File: src/rtl/softex_tcdm_splitter.sv
// softex_tcdm_splitter: splits one wide HCI-style TCDM master stream into
// MP independent narrow TCDM ports with per-port grant and response skew.
//
// Ports:
//   clk_i, rst_i         clock, synchronous active-high reset
//   in_req_i/in_gnt_o    wide request handshake (in_add_i, in_wen_i,
//                        in_be_i, in_data_i, in_id_i held until grant)
//   in_r_*               wide response: valid/ready, data (slice i from
//                        port i), id (port 0), opc (OR of all ports)
//   out_req_o/out_gnt_i  per-port request handshake with sliced fields
//   out_r_*              per-port response stream into per-port FIFOs
module softex_tcdm_splitter #(
    parameter int unsigned MP          = 4,
    parameter int unsigned PORT_DW     = 64,
    parameter int unsigned AW          = 32,
    parameter int unsigned IW          = 8,
    parameter int unsigned ADDR_STRIDE = 8,
    parameter int unsigned RSP_DEPTH   = 2
) (
    input  logic                      clk_i,
    input  logic                      rst_i,
    // wide side
    input  logic                      in_req_i,
    output logic                      in_gnt_o,
    input  logic [AW-1:0]             in_add_i,
    input  logic                      in_wen_i,
    input  logic [MP*PORT_DW/8-1:0]   in_be_i,
    input  logic [MP*PORT_DW-1:0]     in_data_i,
    input  logic [IW-1:0]             in_id_i,
    input  logic                      in_r_ready_i,
    output logic                      in_r_valid_o,
    output logic [MP*PORT_DW-1:0]     in_r_data_o,
    output logic [IW-1:0]             in_r_id_o,
    output logic                      in_r_opc_o,
    // narrow side
    output logic [MP-1:0]             out_req_o,
    input  logic [MP-1:0]             out_gnt_i,
    output logic [MP*AW-1:0]          out_add_o,
    output logic [MP-1:0]             out_wen_o,
    output logic [MP*PORT_DW/8-1:0]   out_be_o,
    output logic [MP*PORT_DW-1:0]     out_data_o,
    output logic [MP*IW-1:0]          out_id_o,
    output logic [MP-1:0]             out_r_ready_o,
    input  logic [MP-1:0]             out_r_valid_i,
    input  logic [MP*PORT_DW-1:0]     out_r_data_i,
    input  logic [MP*IW-1:0]          out_r_id_i,
    input  logic [MP-1:0]             out_r_opc_i
);

    localparam int unsigned BW = PORT_DW / 8;
    localparam int unsigned EW = PORT_DW + IW + 1;
    localparam int unsigned CW = $clog2(RSP_DEPTH + 1);
    localparam int unsigned PW = (RSP_DEPTH > 1) ? $clog2(RSP_DEPTH) : 1;

    localparam logic [CW-1:0] DEPTH = CW'(RSP_DEPTH);
    localparam logic [PW-1:0] LAST  = PW'(RSP_DEPTH - 1);

    logic [MP-1:0]         granted_q;
    logic [CW-1:0]         cnt_q;
    logic                  can_issue;
    logic                  wide_gnt;
    logic                  pop;
    logic [MP-1:0]         full;
    logic [MP-1:0]         empty;
    logic [MP-1:0]         push;
    logic [MP-1:0][EW-1:0] head;
    logic [MP-1:0][IW-1:0] head_id;
    logic [MP-1:0]         head_opc;
    logic                  unused_head_id;

    function automatic logic [PW-1:0] nxt(input logic [PW-1:0] p);
        return (p == LAST) ? '0 : p + 1'b1;
    endfunction

    // The outstanding bound is what keeps every FIFO from overflowing
    // when one port answers before its siblings are even granted.
    assign can_issue = cnt_q < DEPTH;

    // Ports already granted for this transaction count as granted, so the
    // wide grant fires in the same cycle the last port grants.
    assign wide_gnt  = in_req_i & can_issue & (&(granted_q | out_gnt_i));
    assign in_gnt_o  = wide_gnt;
    assign out_req_o = {MP{in_req_i & can_issue}} & ~granted_q;

    assign in_r_valid_o  = ~|empty;
    assign pop           = in_r_valid_o & in_r_ready_i;
    assign out_r_ready_o = ~full;
    assign push          = out_r_valid_i & ~full;

    assign in_r_id_o      = head_id[0];
    assign in_r_opc_o     = |head_opc;
    assign unused_head_id = ^head_id;

    for (genvar i = 0; i < MP; i++) begin : g_port
        logic [EW-1:0] mem_q [RSP_DEPTH];
        logic [PW-1:0] wptr_q;
        logic [PW-1:0] rptr_q;
        logic [CW-1:0] fcnt_q;

        assign out_add_o[i*AW +: AW]   = in_add_i + AW'(i * ADDR_STRIDE);
        assign out_wen_o[i]            = in_wen_i;
        assign out_be_o[i*BW +: BW]    = in_be_i[i*BW +: BW];
        assign out_data_o[i*PORT_DW +: PORT_DW] =
            in_data_i[i*PORT_DW +: PORT_DW];
        assign out_id_o[i*IW +: IW]    = in_id_i;

        assign full[i]  = fcnt_q == DEPTH;
        assign empty[i] = fcnt_q == '0;
        assign head[i]  = mem_q[rptr_q];

        assign in_r_data_o[i*PORT_DW +: PORT_DW] = head[i][EW-1 -: PORT_DW];
        assign head_id[i]  = head[i][IW:1];
        assign head_opc[i] = head[i][0];

        always_ff @(posedge clk_i) begin
            if (push[i]) begin
                mem_q[wptr_q] <= {out_r_data_i[i*PORT_DW +: PORT_DW],
                                  out_r_id_i[i*IW +: IW],
                                  out_r_opc_i[i]};
            end
        end

        always_ff @(posedge clk_i) begin
            if (rst_i) begin
                wptr_q <= '0;
                rptr_q <= '0;
                fcnt_q <= '0;
            end else begin
                if (push[i]) wptr_q <= nxt(wptr_q);
                if (pop)     rptr_q <= nxt(rptr_q);
                case ({push[i], pop})
                    2'b10:   fcnt_q <= fcnt_q + 1'b1;
                    2'b01:   fcnt_q <= fcnt_q - 1'b1;
                    default: fcnt_q <= fcnt_q;
                endcase
            end
        end

`ifndef SYNTHESIS
        // Narrow requests granted but not yet answered on this port; a
        // response arriving with none pending is a narrow-side bug.
        logic [CW:0] iss_q;

        always_ff @(posedge clk_i) begin
            if (rst_i) begin
                iss_q <= '0;
            end else begin
                a_rsp_has_req : assert (!push[i] || iss_q != '0);
                case ({out_req_o[i] & out_gnt_i[i], push[i]})
                    2'b10:   iss_q <= iss_q + 1'b1;
                    2'b01:   iss_q <= iss_q - 1'b1;
                    default: iss_q <= iss_q;
                endcase
            end
        end
`endif
    end

    always_ff @(posedge clk_i) begin
        if (rst_i) begin
            granted_q <= '0;
            cnt_q     <= '0;
        end else begin
            if (wide_gnt) granted_q <= '0;
            else          granted_q <= granted_q | (out_req_o & out_gnt_i);
            if (wide_gnt && !pop)      cnt_q <= cnt_q + 1'b1;
            else if (pop && !wide_gnt) cnt_q <= cnt_q - 1'b1;
        end
    end

endmodule

File: config.mk
export PLATFORM = sky130hd
export DESIGN_NAME = softex_tcdm_splitter
export DESIGN_NICKNAME = d
export VERILOG_FILES = /design/src/rtl/softex_tcdm_splitter.sv
export SDC_FILE = /design/constraint.sdc
export NUM_CORES = 1
export LEC_CHECK = 0
export ABC_CLOCK_PERIOD_IN_PS = 5600
export CAP_MARGIN = 20
export CORE_AREA = 8 8 522 524
export DETAILED_ROUTE_END_ITERATION = 10
export DIE_AREA = 0 0 530 532
export HOLD_SLACK_MARGIN = 0.12
export PLACE_DENSITY = 0.31
export SLEW_MARGIN = 20
export SYNTH_ARGS = -nofsm -noshare
export SYNTH_HDL_FRONTEND = slang
export SYNTH_SLANG_ARGS = --single-unit
File: constraint.sdc
create_clock -name clk_i -period 5.6 [get_ports clk_i]
set_input_delay 0.56 -clock clk_i [delete_from_list [all_inputs] [get_ports clk_i]]
set_output_delay 0.56 -clock clk_i [all_outputs]
set_load 0.02 [all_outputs]
==> summary.md <==
| Metric | Value |
|---|---|
| Nets | `2,579` |
| DR vias/cell | `2.54` |
| Detailed-route via count | `14,100` |
| Dpl ws | `0.694 ns` |
| Minimum hold slack | `0.475 ns` |
| Async SR Flop Fraction | `0%` |
| All-layer global routing usage | `8.69%` |
| Worst hold path class | `in -> reg` |
| Syn Nets | `2,203` |
| Synth warn | `0` |
| Initial Util | `9.40%` |
| DP HPWL | `105,000 um` |
| Seq cells post-synth | `562` |
| Post-Route Setup TNS | `0 ns` |
| Status | `complete, no violations` |
| Util after Layout | `13.6%` |
| Max Slew Vio Count | `0` |
| Switching power | `2990 uW` |
| Io pins | `1,360` |
| Remaining antenna violation count | `0` |
| Drt first pass iters | `5` |
| Die H | `532 um` |
| P_leak | `0.0109 uW` |
| Most frequent cells in the layout | `699 x clkdlybuf4s50_1, 536 x edfxtp_1, 264 x mux2_2` |
| GR Overflow Total | `0` |
| H-tree depth | `3` |
| Clock root buffer master | `clkbuf_16` |
| Cts bufs inserted | `73` |
| Netlist cell types | `36` |
| CP Launch Type | `primary input` |
| Vias in the first global route | `15,200` |
| Hold-fix buffers, CTS | `0` |
| Slew @ Worst Pin | `1.03 ns` |
| Share of cells above drive strength 1 | `21.1%` |
| Switching Fraction | `26.2%` |
| Internal power component | `8430 uW` |
| Core Box Area | `264,000 um2` |
| Max Clk Rate | `217 MHz` |
| Critical path arrival | `4.05 ns` |
| Slew margin rel. | `31.4%` |
| DRC errors left | `0` |
| Pin count of the biggest net entering global routing | `66` |
| Drt wl/cell | `23.3 um` |
| Clock Latency Late Sink | `0.66 ns` |
| CTS sink cnt | `562` |
| Comb pwr share | `15.1%` |
| Post-synthesis cell count | `1,561` |
| Seq pwr share | `44.3%` |
| Synthesized area per cell | `15.9 um2` |
| Starting DRT DRC Count | `410` |
| First-pass GRT wire length | `162,000 um` |
| Primary FF master, synth | `edfxtp_1` |
| Worst reg-to-reg setup slack | `3.16 ns` |
| CTS max path bufs | `3` |
| Post-Place Cells | `5,395` |
| WP data required | `5.04 ns` |
| Fin crit period | `4.61 ns` |
| Post-route clock period utilization | `82.3%` |
| Final setup fails | `0` |
| Register area share after synthesis | `67.0%` |
| RSZ-0062 raised after global routing | `false` |
| Worst-path clk slew | `0.06 ns` |
| Max FO, Critical Path | `12` |
| Fillers | `29,600` |
| Area Overhead vs Synth | `44.3%` |
| EDFF count, synth | `536` |
| Final worst setup slack | `0.989 ns` |
| DIE AREA | `282,000 um2` |
| Worst VDD drop | `0.233 mV` |
| Row count | `189` |
| Critical path class | `in -> out` |
| Max Cap Violations | `0` |
| Finished Layout Cells | `5,544` |
| PD cells | `319 nW/um2` |
| PortBufs | `699` |
| Critical path endpoint category | `primary output` |
| Initial antenna violation count | `72` |
| GP Congestion | `0.843` |
| CTS tree | `done` |
| Setup repair bufs after CTS | `0` |
| Post_cts resized | `0` |
| Clock power frac | `40.5%` |
| Commonest non-fill, non-tap cell in the layout | `clkdlybuf4s50_1` |
| Die Wd | `530 um` |
| Final hold vios | `0` |
| Worst Skew | `0.0277 ns` |
| Final wirelength | `129,000 um` |
| Mapped cell area | `24,800 um2` |
-- per-stage QoR --
step | cell area (um2) | power (uW)
after floorplan | 24800 | 6250
after global placement | 33500 | 6950
after detailed placement | 33500 | 6940
after CTS | 35800 | 11800
after global routing | 35800 | 11900
final | 35800 | 11400
-- power by group through the flow --
stage | clock network (uW) | registers [uW] | logic (uW)
2_1_floorplan | 0 | 5150 | 1100
3_3_place_gp | 0 | 5140 | 1800
3_5_place_dp | 0 | 5150 | 1790
4_1_cts | 4880 | 5070 | 1800
5_1_grt | 4990 | 5100 | 1850
6_report | 4630 | 5060 | 1730
-- cell type report --
cell class,count,area [um2],area share [%]
Multi-Input combinational cell,565,5160,14.4
Antenna cell,16,40.0,0.112
Tap cell,3533,4420,12.3
Inverter,10,37.5,0.105
Clock buffer,89,1910,5.33
Sequential cell,562,16600,46.4
Clock inverter,44,405,1.13
Timing Repair Buffer,725,7220,20.2
-- cell usage after synthesis (2+ instances only) --
| master | n | area [um2] |
|---|---|---|
| edfxtp_1 | 536 | 16100 |
| buf_4 | 373 | 2800 |
| mux2_2 | 264 | 2970 |
| xnor2_1 | 69 | 604 |
| nand2_1 | 47 | 176 |
| nor2_1 | 38 | 143 |
| buf_2 | 33 | 165 |
| xor2_1 | 29 | 254 |
| dfxtp_1 | 26 | 521 |
| nand3_1 | 18 | 90.1 |
| clkbuf_1 | 15 | 56.3 |
| nor3_1 | 14 | 70.1 |
| nand4_1 | 13 | 81.3 |
| a21oi_1 | 10 | 50.1 |
| inv_1 | 10 | 37.5 |
| ha_1 | 9 | 113 |
| nand2b_1 | 7 | 43.8 |
| nor4_4 | 7 | 149 |
| nand4_4 | 5 | 106 |
| o21ai_0 | 5 | 25.0 |
| or3_1 | 5 | 31.3 |
| and3_1 | 4 | 25.0 |
| mux2i_1 | 4 | 40.0 |
| o22ai_1 | 4 | 25.0 |
| buf_6 | 2 | 22.5 |
| nor3_2 | 2 | 20.0 |
| nor4_1 | 2 | 12.5 |
| nor4_2 | 2 | 25.0 |
-- kinds of logic (layout without fill, tap and decap cells) --
| group | after synthesis | count (layout) | synth area share [%] |
|---|---|---|---|
| xor gates and xnor gates | 98 | 98 | 3.46 |
| DFF | 562 | 562 | 67.0 |
| buffers and inverters | 434 | 868 | 12.4 |
| other | 0 | 16 | 0 |
| muxes | 268 | 268 | 12.1 |
| AOI/OAI and AO/OA | 19 | 19 | 0.403 |
| adders and majority gates | 9 | 9 | 0.454 |
| and+or+nand+nor | 171 | 171 | 4.16 |
-- flip-flops by register name, indices dropped and copies added, names as in the netlist, named ones only --
name           count
granted_q          4
cnt_q              2
g_port.fcnt_q      8
g_port.mem_q     536
g_port.rptr_q      4
g_port.wptr_q      4
-- metal layers --
layer	global-route usage, %	vias up	part of all wire, %
li1	-	6078	-
met1	5.81	6591	24
met2	15.5	969	50
met3	7.03	360	18
met4	6.25	74	8.1
met5	0	-	0.39
-- worst max-delay path, stage by stage --
cell and delay [ns]:
clkdlybuf4s50_1 0.90, nand3_1 0.38, nor2_1 0.62, nand2_1 0.14, xnor2_1 0.61, buf_4 0.22
clkdlybuf4s50_1 0.60
-- worst paths after layout --
| path | cells past startpoint | from | endpoint |
|---|---|---|---|
| worst max-delay path | 7 | in_add_i[6] | out_add_o[83] |
| worst min-delay path | 1 | out_r_data_i[210] | g_port[3].mem_q[0][27]$_DFFE_PP_ |
| worst max register to register | 4 | g_port[3].fcnt_q[0]$_SDFFE_PP0P_ | g_port[3].mem_q[0][55]$_DFFE_PP_ |
| worst min register to register | 2 | cnt_q[1]$_SDFFE_PP0P_ | cnt_q[1]$_SDFFE_PP0P_ |
Power figures use the tool's default switching activity.
